==> src/rtl/walk_phase_ctrl.sv <==
// walk_phase_ctrl: consumer end of the walk-request interface and sequencer
// for the pedestrian phase (WALK, optional flashing DONT_WALK, hand back).
//
// The main FSM offers a slot with a level handshake on Walk_Slot. If a walk
// request is latched, the request register is cleared with a one-cycle
// WR_Reset pulse. The walk phase is then timed from the 1 Hz enable. If no
// request is latched, the slot is skipped at once. Either way Walk_Done pulses
// for one cycle, and Walk_Served says whether a walk phase actually ran.
//
// Build option: define WALK_FLASH_EN to include the flashing DONT_WALK
// interval (FLASH state and flash bit). When it is undefined, WALK goes
// straight to DONE and DONT_WALK is lit whenever WALK is dark.
//
// Parameters:
//   WALK_SEC   1 Hz ticks with the Walk lamp lit (>=1)
//   FLASH_SEC  1 Hz ticks of flashing DONT_WALK (>=1, unused without flash)
// Ports:
//   clk            system clock, rising edge
//   Reset_Sync     synchronous active-high reset
//   Expired_1Hz    one-cycle 1 Hz enable pulse
//   WR             latched walk request (level)
//   Walk_Slot      walk slot offered by main FSM (level until Walk_Done)
//   WR_Reset       one-cycle clear pulse to the walk-request register
//   Walk_Lamp      pedestrian WALK lamp
//   DontWalk_Lamp  pedestrian DONT_WALK lamp
//   Walk_Done      one-cycle pulse: slot finished
//   Walk_Served    qualifies Walk_Done: 1 = phase ran, 0 = slot skipped
module walk_phase_ctrl #(
    parameter int WALK_SEC  = 3,
    parameter int FLASH_SEC = 2
) (
    input  logic clk,
    input  logic Reset_Sync,
    input  logic Expired_1Hz,
    input  logic WR,
    input  logic Walk_Slot,
    output logic WR_Reset,
    output logic Walk_Lamp,
    output logic DontWalk_Lamp,
    output logic Walk_Done,
    output logic Walk_Served
);

    localparam int MAX_SEC = (WALK_SEC > FLASH_SEC) ? WALK_SEC : FLASH_SEC;
    localparam int CW      = $clog2(MAX_SEC + 1);

`ifdef WALK_FLASH_EN
    typedef enum logic [2:0] {
        S_IDLE, S_SKIP, S_GRANT, S_WALK, S_FLASH, S_DONE, S_RELEASE
    } state_t;
`else
    typedef enum logic [2:0] {
        S_IDLE, S_SKIP, S_GRANT, S_WALK, S_DONE, S_RELEASE
    } state_t;
`endif

    state_t        state, state_n;
    logic [CW-1:0] cnt, cnt_n;

`ifdef WALK_FLASH_EN
    logic flash, flash_n;
`endif

    always_ff @(posedge clk) begin
        if (Reset_Sync) begin
            state <= S_IDLE;
            cnt   <= '0;
`ifdef WALK_FLASH_EN
            flash <= 1'b0;
`endif
        end else begin
            state <= state_n;
            cnt   <= cnt_n;
`ifdef WALK_FLASH_EN
            flash <= flash_n;
`endif
        end
    end

    always_comb begin
        state_n = state;
        cnt_n   = cnt;
`ifdef WALK_FLASH_EN
        flash_n = flash;
`endif
        case (state)
            S_IDLE: begin
                if (Walk_Slot)
                    state_n = WR ? S_GRANT : S_SKIP;
            end
            S_SKIP: state_n = S_RELEASE;
            S_GRANT: begin
                // A tick landing in this cycle is deliberately not counted.
                cnt_n   = CW'(WALK_SEC);
                state_n = S_WALK;
            end
            S_WALK: begin
                if (Expired_1Hz) begin
                    if (cnt == CW'(1)) begin
`ifdef WALK_FLASH_EN
                        state_n = S_FLASH;
                        cnt_n   = CW'(FLASH_SEC);
                        flash_n = 1'b1;
`else
                        state_n = S_DONE;
                        cnt_n   = '0;
`endif
                    end else begin
                        cnt_n = cnt - CW'(1);
                    end
                end
            end
`ifdef WALK_FLASH_EN
            S_FLASH: begin
                if (Expired_1Hz) begin
                    flash_n = ~flash;
                    if (cnt == CW'(1)) begin
                        state_n = S_DONE;
                        cnt_n   = '0;
                    end else begin
                        cnt_n = cnt - CW'(1);
                    end
                end
            end
`endif
            S_DONE: state_n = S_RELEASE;
            // Hold until the offer is withdrawn so one offer yields one service.
            S_RELEASE: begin
                if (!Walk_Slot)
                    state_n = S_IDLE;
            end
            default: state_n = S_IDLE;
        endcase
    end

    // Moore outputs: decoded from registered state only.
    always_comb begin
        WR_Reset      = (state == S_GRANT);
        Walk_Lamp     = (state == S_WALK);
        Walk_Done     = (state == S_SKIP) || (state == S_DONE);
        Walk_Served   = (state == S_DONE);
`ifdef WALK_FLASH_EN
        DontWalk_Lamp = (state == S_FLASH) ? flash : (state != S_WALK);
`else
        DontWalk_Lamp = (state != S_WALK);
`endif
    end

endmodule

==> config.mk <==
export PLATFORM = sky130hd
export DESIGN_NAME = walk_phase_ctrl
export DESIGN_NICKNAME = d
export VERILOG_FILES = /design/src/rtl/walk_phase_ctrl.sv
export SDC_FILE = /design/constraint.sdc
export NUM_CORES = 1
export LEC_CHECK = 0
export ABC_AREA = 1
export BUFFER_PORTS_ARGS = -buffer_cell sky130_fd_sc_hd__buf_4
export CAP_MARGIN = 10
export CORE_AREA = 2 2 39 41
export DETAILED_ROUTE_END_ITERATION = 8
export DIE_AREA = 0 0 41 43
export SETUP_SLACK_MARGIN = 0.15
export SLEW_MARGIN = 40
export SYNTH_ARGS = -nofsm -noshare
export SYNTH_HDL_FRONTEND = slang
export SYNTH_SLANG_ARGS = --single-unit
==> constraint.sdc <==
create_clock -name clk -period 1.5 [get_ports clk]
set_clock_uncertainty 0.1 [all_clocks]
set_input_delay 0.3 -clock clk [delete_from_list [all_inputs] [get_ports clk]]
set_output_delay 0.3 -clock clk [all_outputs]
set_load 0.02 [all_outputs]
==> results.sh, run 1 <==
export IMPL_cts_tree="done"
export IMPL_synthToLayoutAreaGrowth_pct=57.4
export IMPL_viasPerCell=4.49
export IMPL_cts_made_buffers=3
export IMPL_gr_usage_all_layers=0.119
export IMPL_num_vias=418
export IMPL_antenna_found_initial=0
export IMPL_tightest_slew_ns=0.164
export IMPL_seq_power_share=0.236
export IMPL_setup_viol=0
export IMPL_multiInputGateArea_um2=240
export IMPL_cp_max_fo=5
export IMPL_first_iter_violations=3
export IMPL_cts_root_buf="clkbuf_4"
export IMPL_clkPwrFrac=0.123
export IMPL_ys_top_cells_by_area="dfxtp_1 28%, nand2_1 17%, inv_1 11%"
export IMPL_seq_area_um2=109
export IMPL_utilization=0.404
export IMPL_fin_setup_tns_ns=0
export IMPL_clk_insertion_delay_late_ns=0.24
export IMPL_path_clk_slew_ns=0.05
export IMPL_rsz0062_at_grt="true"
export IMPL_slowest_stage="dfxtp_4"
export IMPL_synth_edf_count=0
export IMPL_avgSynthCellArea_um2=6.02
export IMPL_ys_warn_count=0
export IMPL_die_h_um=43
export IMPL_maxCapViolCount=0
export IMPL_crit_type="reg2out"
export IMPL_drt_wl_total_um=865
export IMPL_finalHoldViolCount=0
export IMPL_start_util=0.257
export IMPL_worstPathBufferInverterCount=1
export IMPL_wl_per_cell_um=9.30
export IMPL_first_global_vias=386
export IMPL_hp_class="in2reg"
export IMPL_num_rows=14
export IMPL_syn_cell_area_um2=355
export IMPL_antenna_cells=0
export IMPL_p_int_uw=682
export IMPL_synth_common_cells="16 x nand2_1, 10 x inv_1, 8 x nor2_1"
export IMPL_synth_largest_area_cell="dfxtp_1"
export IMPL_grt_max_degree=8
export IMPL_critPathLaunchType="flop"
export IMPL_synth_ff_type="dfxtp_1"
export IMPL_first_pass_iters=3
export IMPL_core_um2=1380
export IMPL_yosysUniqueCellTypes=15
export IMPL_die_w_um=41
export IMPL_design_die_area_um2=1760
export IMPL_slowest_delay_ns=0.36
export IMPL_drc=0
export IMPL_switching_share=0.458
export IMPL_ir_worst_vdd_mv=0.904
export IMPL_nets=84
export IMPL_grt_first_pass_wirelength_mm=1.41
export IMPL_synth_async_sr_flop_share=0
export IMPL_cts_buffer_depth=2
export IMPL_yosysTopAreaCellShare=0.282
export IMPL_fmax_ghz=0.724
export IMPL_ant_nets=0
export IMPL_grt_overflow_total=0
export IMPL_yosysSeqAreaShare=0.282
export IMPL_cellLeakagePower_nw=0.294
export IMPL_dp_hpwl_um=652
export IMPL_fillers=158
export IMPL_arrival_ns=0.98
export IMPL_place_congestion=0.721
export IMPL_whs_ns=0.131
export IMPL_layout_drive_gt1_share=0.442
export IMPL_cts_max_level=1
export IMPL_ys_ff_latch=5
export IMPL_timing_final_max_slew_violations=0
export IMPL_power_density_nw_per_um2=2250
export IMPL_slew_headroom=0.889
export IMPL_crit_path_end_kind="primary output"
export IMPL_min_period_over_period=0.921
export IMPL_crit_path_cell_trace="nor2_4 > nand2_4 > nand2_2 > buf_6"
export IMPL_cp_required_ns=1.10
export IMPL_clkSinkCount=5
export IMPL_period_minus_slack_ns=1.38
export IMPL_synthCells=59
export IMPL_yosysMostFrequentCell="nand2_1"
export IMPL_critPathTopFamily="flip-flops"
export IMPL_combPwrFrac=0.640
export IMPL_design_portCount=10
export IMPL_synth_nets=65
export IMPL_port_buffers=9
export IMPL_hold_buffers=0
export IMPL_status="complete, no violations"
export IMPL_power_switching_uw=577
==> flip-flops by register name (all words and copies together) (netlist names) <==
name	flops
state	3
cnt	2
==> per-stage QoR <==
| step | setup WS (ns) | std cells | area [um^2] | power (mW) |
|---|---|---|---|---|
| floorplan | 0.274 | 59 | 355 | 0.699 |
| global placement | 0.196 | 85 | 450 | 0.883 |
| detailed placement | 0.154 | 85 | 450 | 0.884 |
| CTS | 0.109 | 93 | 551 | 1.23 |
| global route | 0.0617 | 93 | 559 | 1.39 |
| finish | 0.118 | 93 | 559 | 1.26 |
==> routing by layer <==
layer,GRT usage,share of wire
met5,0,0
met4,0.0800,0.0069
met3,0.0209,0.060
met2,0.203,0.52
met1,0.122,0.41
==> worst paths after layout <==
check,from,end,slack [ns],cells past startpoint
max,state[1],Walk_Done,0.12,4
min,Reset_Sync,state[0],0.13,2
max reg2reg,state[0],state[1],0.29,8
min reg2reg,cnt[1],cnt[1],0.41,2
==> what timing repair did <==
action	CTS	global route
resized for setup	16	6
setup endpoints to repair	5	5
pin swaps	3	4
buffers inserted	4	0
==> cell families (layout without fill, tap and decap cells) <==
family / Yosys count / after routing / share of synthesized area
and+or+nand+nor: 37 / 37 / 0.489
adders and majority gates: 1 / 1 / 0.0352
AOI/OAI and AO/OA: 6 / 6 / 0.0880
buffers and inverters: 10 / 28 / 0.106
DFF: 5 / 5 / 0.282
==> placed cells by master, fill, tap and decap left out, types with 3 or more instances in the layout <==
master and n:
buf_4 9, buf_6 5, clkbuf_4 3, inv_1 5, inv_2 4, nand2_1 14
nand3_1 5, nor2_1 7, o21ai_0 3
==> power groups by stage <==
stage / Clock (mW) / Sequential (mW) / Combinational (mW)
final: 0.155 / 0.298 / 0.806
after global routing: 0.175 / 0.309 / 0.902
after CTS: 0.165 / 0.285 / 0.779
after detailed placement: 0 / 0.254 / 0.630
after global placement: 0 / 0.251 / 0.631
after floorplan: 0 / 0.255 / 0.444
==> cell type report <==
cell class,count,area share
sequential,5,0.195
timing repair buffer,14,0.221
inverter,10,0.0716
multi-input combinational,44,0.430
tap,16,0.0358
clock buffer,4,0.0470
No activity file was read; power rests on OpenSTA's default activity.
==> run 2, diff against run 1 <==
--- a/config.mk
+++ b/config.mk
@@ -11,6 +11,7 @@
 export CORE_AREA = 2 2 39 41
 export DETAILED_ROUTE_END_ITERATION = 8
 export DIE_AREA = 0 0 41 43
+export PLACE_DENSITY_LB_ADDON = 0.25
 export SETUP_SLACK_MARGIN = 0.15
 export SLEW_MARGIN = 40
 export SYNTH_ARGS = -nofsm -noshare
==> results.sh, run 2 (synthesis results as in run 1) <==
export IMPL_num_vias=438
export IMPL_total_power_mw=1.31
export IMPL_setup_viol=0
export IMPL_slew_headroom=0.894
export IMPL_clkPwrFrac=0.116
export IMPL_grt_max_degree=7
export IMPL_cts_max_level=1
export IMPL_multiInputGateArea_um2=235
export IMPL_synthToLayoutAreaGrowth_pct=65.1
export IMPL_grt_overflow_total=0
export IMPL_cp_required_ns=1.10
export IMPL_cts_root_buf="clkbuf_4"
export IMPL_hold_buffers=0
export IMPL_status="complete, no violations"
export IMPL_wl_per_cell_um=9.66
export IMPL_reg_top3="state (3), cnt (2)"
export IMPL_fillers=150
export IMPL_final_common_cell="nand2_1"
export IMPL_slowest_delay_ns=0.36
export IMPL_viasPerCell=4.52
export IMPL_first_iter_violations=18
export IMPL_timing_final_max_slew_violations=0
export IMPL_critPathLaunchType="flop"
export IMPL_crit_path_frequent_cell="nand2_2"
export IMPL_largest_reg_flops=3
export IMPL_seq_area_um2=111
export IMPL_p_int_uw=724
export IMPL_post_place_ws_ns=0.167
export IMPL_utilization=0.424
export IMPL_core_um2=1380
export IMPL_arrival_ns=0.98
export IMPL_min_period_over_period=0.923
export IMPL_cp_max_fo=5
export IMPL_ir_worst_vdd_mv=0.923
export IMPL_drc=0
export IMPL_first_pass_iters=4
export IMPL_switching_share=0.449
export IMPL_hp_class="in2reg"
export IMPL_slowest_stage="dfxtp_4"
export IMPL_antenna_found_initial=0
export IMPL_cts_buffer_depth=2
export IMPL_ant_nets=0
export IMPL_fin_setup_tns_ns=0
export IMPL_finalHoldViolCount=0
export IMPL_start_util=0.257
export IMPL_cellLeakagePower_nw=0.306
export IMPL_num_rows=14
export IMPL_cts_tree="done"
export IMPL_antenna_cells=0
export IMPL_postPlaceCellArea_um2=450
export IMPL_seq_power_share=0.229
export IMPL_design_die_area_um2=1760
export IMPL_dp_hpwl_um=635
export IMPL_hp_start="Reset_Sync"
export IMPL_crit_path_cell_trace="nor2_4 > nand2_2 > nand2_2 > buf_6"
export IMPL_port_buffers=9
export IMPL_fin_ws_ns=0.115
export IMPL_period_minus_slack_ns=1.38
export IMPL_path_clk_slew_ns=0.04
export IMPL_regMostFlops="state"
export IMPL_fmax_ghz=0.722
export IMPL_clkSinkCount=5
export IMPL_power_switching_uw=590
export IMPL_grt_first_pass_wirelength_mm=1.55
export IMPL_crit_type="reg2out"
export IMPL_crit_path_end_kind="primary output"
export IMPL_clk_insertion_delay_late_ns=0.24
export IMPL_power_density_nw_per_um2=2240
export IMPL_layout_drive_gt1_share=0.469
export IMPL_fin_area_um2=587
export IMPL_timing_rr_start="state[2]"
export IMPL_place_congestion=0.727
export IMPL_critPathLaunch="state[1]"
export IMPL_maxCapViolCount=0
export IMPL_first_global_vias=407
export IMPL_rsz0062_at_grt="true"
export IMPL_cts_made_buffers=3
export IMPL_drt_wl_total_um=937
export IMPL_nets=88
export IMPL_tightest_slew_ns=0.158
export IMPL_gr_usage_all_layers=0.133
export IMPL_die_h_um=43
export IMPL_combPwrFrac=0.655
export IMPL_design_portCount=10
export IMPL_mostFrequentLayoutCells="14 x nand2_1, 13 x buf_4, 7 x nor2_1"
export IMPL_die_w_um=41
==> run 2: cell count changes in the layout (fill, tap and decap cells not counted) <==
cell / delta
nand2_4: -1
dfxtp_4: +1
dfxtp_2: -1
nand2_2: +1
buf_4: +4
==> run 2: worst max-delay path: cells and delay by family (launching register included) <==
| family | cells | cell delay (ns) |
|---|---|---|
| flops | 1 | 0.36 |
| simple gates | 3 | 0.27 |
| buf+inv | 1 | 0.11 |
==> run 2: layer usage <==
| layer | track usage | wire [um] | part of all wire | vias up |
|---|---|---|---|---|
| met5 | 0 | 0 | 0 | - |
| met4 | 0.0600 | 6 | 0.0064 | 0 |
| met3 | 0.0471 | 53 | 0.057 | 2 |
| met2 | 0.228 | 523 | 0.56 | 12 |
| met1 | 0.132 | 354 | 0.38 | 193 |
| li1 | - | - | - | 231 |
==> run 2: cell type report <==
class	instances	share of cell area
Clock buffer	4	0.0448
Inverter	10	0.0682
Multi-Input combinational cell	44	0.401
Sequential cell	5	0.190
Tap cell	16	0.0341
Timing Repair Buffer	18	0.262
==> run 2: worst paths after layout <==
kind | endpoint | slack [ns] | depth (start not counted)
hold / removal | state[0] | 0.14 | 2
setup / recovery | Walk_Done | 0.12 | 4
setup reg to reg | state[0] | 0.20 | 9
hold reg to reg | cnt[1] | 0.40 | 2
==> run 2: per-stage QoR <==
| step | hold slack [ns] | instances |
|---|---|---|
| after detailed placement | 0.393 | 85 |
| after global placement | 0.395 | 85 |
| after CTS | 0.131 | 95 |
| after global routing | 0.135 | 97 |
| after floorplan | 0.267 | 59 |
| final | 0.139 | 97 |
==> run 2: what timing repair did <==
item | 4_1_cts | 5_1_grt
setup endpoints to repair | 5 | 5
setup buffers | 6 | 2
pin swaps | 3 | 3
resized for setup | 18 | 4
==> run 2: power groups by stage <==
stage / registers (mW) / clock network [mW] / logic (mW)
after floorplan: 0.255 / 0 / 0.444
after global placement: 0.251 / 0 / 0.643
after detailed placement: 0.253 / 0 / 0.633
after CTS: 0.288 / 0.158 / 0.814
after global routing: 0.312 / 0.168 / 0.953
final: 0.301 / 0.152 / 0.861
==> run 3, diff against run 2 <==
--- a/config.mk
+++ b/config.mk
@@ -11,6 +11,7 @@
 export CORE_AREA = 2 2 39 41
 export DETAILED_ROUTE_END_ITERATION = 8
 export DIE_AREA = 0 0 41 43
+export GPL_TIMING_DRIVEN = 0
 export PLACE_DENSITY_LB_ADDON = 0.25
 export SETUP_SLACK_MARGIN = 0.15
 export SLEW_MARGIN = 40
==> results.sh, run 3 (synthesis results as in run 1) <==
export IMPL_clk_insertion_delay_late_ns=0.25
export IMPL_critPathTopFamily="flip-flops"
export IMPL_clkSinkCount=5
export IMPL_arrival_ns=0.99
export IMPL_grt_overflow_total=0
export IMPL_cts_max_level=1
export IMPL_slowest_delay_ns=0.37
export IMPL_layout_cells_non_filler=94
export IMPL_ant_nets=0
export IMPL_design_die_area_um2=1760
export IMPL_regMostFlops="state"
export IMPL_postPlaceCellArea_um2=443
export IMPL_maxCapViolCount=0
export IMPL_cts_tree="done"
export IMPL_cp_required_ns=1.10
export IMPL_total_power_mw=1.28
export IMPL_first_pass_iters=4
export IMPL_crit_type="reg2out"
export IMPL_timing_final_max_slew_violations=0
export IMPL_place_congestion=0.690
export IMPL_setup_viol=0
export IMPL_cts_buffer_depth=2
export IMPL_fin_area_um2=573
export IMPL_antenna_cells=0
export IMPL_ir_worst_vdd_mv=0.854
export IMPL_min_period_over_period=0.924
export IMPL_slew_headroom=0.894
export IMPL_dp_hpwl_um=607
export IMPL_whs_ns=0.130
export IMPL_mostFrequentLayoutCells="14 x nand2_1, 10 x buf_4, 7 x nor2_1, 6 x inv_1"
export IMPL_rsz0062_at_grt="true"
export IMPL_start_util=0.257
export IMPL_drt_wl_total_um=843
export IMPL_wl_per_cell_um=8.97
export IMPL_design_portCount=10
export IMPL_die_h_um=43
export IMPL_port_buffers=9
export IMPL_critPathLaunchType="flop"
export IMPL_crit_path_end_kind="primary output"
export IMPL_viasPerCell=4.37
export IMPL_die_w_um=41
export IMPL_first_iter_violations=10
export IMPL_cts_root_buf="clkbuf_4"
export IMPL_layout_drive_gt1_share=0.449
export IMPL_fin_ws_ns=0.115
export IMPL_grt_max_degree=8
export IMPL_grt_first_pass_wirelength_mm=1.54
export IMPL_cts_made_buffers=3
export IMPL_hp_class="in2reg"
export IMPL_post_place_ws_ns=0.170
export IMPL_slowest_stage="dfxtp_4"
export IMPL_num_vias=411
export IMPL_utilization=0.414
export IMPL_crit_path_cell_trace="inv_4 > nand3_2 > nand2_2 > buf_6"
export IMPL_worstPathBufferInverterCount=2
export IMPL_synthToLayoutAreaGrowth_pct=61.3
export IMPL_cp_max_fo=4
export IMPL_hold_buffers=0
export IMPL_num_rows=14
export IMPL_first_global_vias=403
export IMPL_cellLeakagePower_nw=0.298
export IMPL_nets=85
export IMPL_tightest_slew_ns=0.157
export IMPL_fmax_ghz=0.722
export IMPL_reg_top3="state (3), cnt (2)"
export IMPL_fin_setup_tns_ns=0
export IMPL_antenna_found_initial=0
export IMPL_place_inst=84
export IMPL_period_minus_slack_ns=1.39
export IMPL_drc=0
export IMPL_path_clk_slew_ns=0.05
export IMPL_core_um2=1380
export IMPL_final_common_cell="nand2_1"
export IMPL_status="complete, no violations"
export IMPL_power_density_nw_per_um2=2230
export IMPL_largest_reg_flops=3
export IMPL_gr_usage_all_layers=0.128
export IMPL_finalHoldViolCount=0
==> run 3: changes by cell type in the layout (fill, tap and decap cells not counted), sizes merged <==
cell    change
buf         -3
clkbuf      -1
clkinv      +1
==> run 3: cell type report <==
class	count	area, um^2
clock buffer	3	22.5
clock inverter	1	5.00
fill	146	811
inverter	10	40.0
multi-input combinational	44	243
sequential	5	111
tap	16	20.0
timing repair buffer	15	131
==> run 3: final timing paths <==
check | from | end | slack, ns | cells past startpoint
worst min-delay path | Reset_Sync | state[0] | 0.13 | 2
worst max-delay path | state[2] | Walk_Done | 0.11 | 4
worst min register to register | cnt[1] | cnt[1] | 0.39 | 2
worst max register to register | state[0] | state[0] | 0.22 | 9
==> run 3: report_power, final <==
part | internal (mW) | switching [mW]
Sequential | 0.218 | 0.105
Combinational | 0.378 | 0.419
Clock | 0.0968 | 0.0600
Total | 0.692 | 0.584
==> run 3: repair_timing <==
action / in CTS / in global routing
pin swaps: 4 / 2
hold endpoints to repair: 0 / 0
resized for setup: 20 / 3
endpoints found under the setup margin: 5 / 6
setup buffers: 5 / 1
==> run 3: per-layer routing <==
metal	up-vias	wire [um]	global-route usage	share of wire
li1	228	-	-	-
met1	175	381	0.156	0.45
met2	8	411	0.197	0.49
met3	0	50	0.0524	0.059
met4	0	0	0.0400	0
met5	-	0	0	0
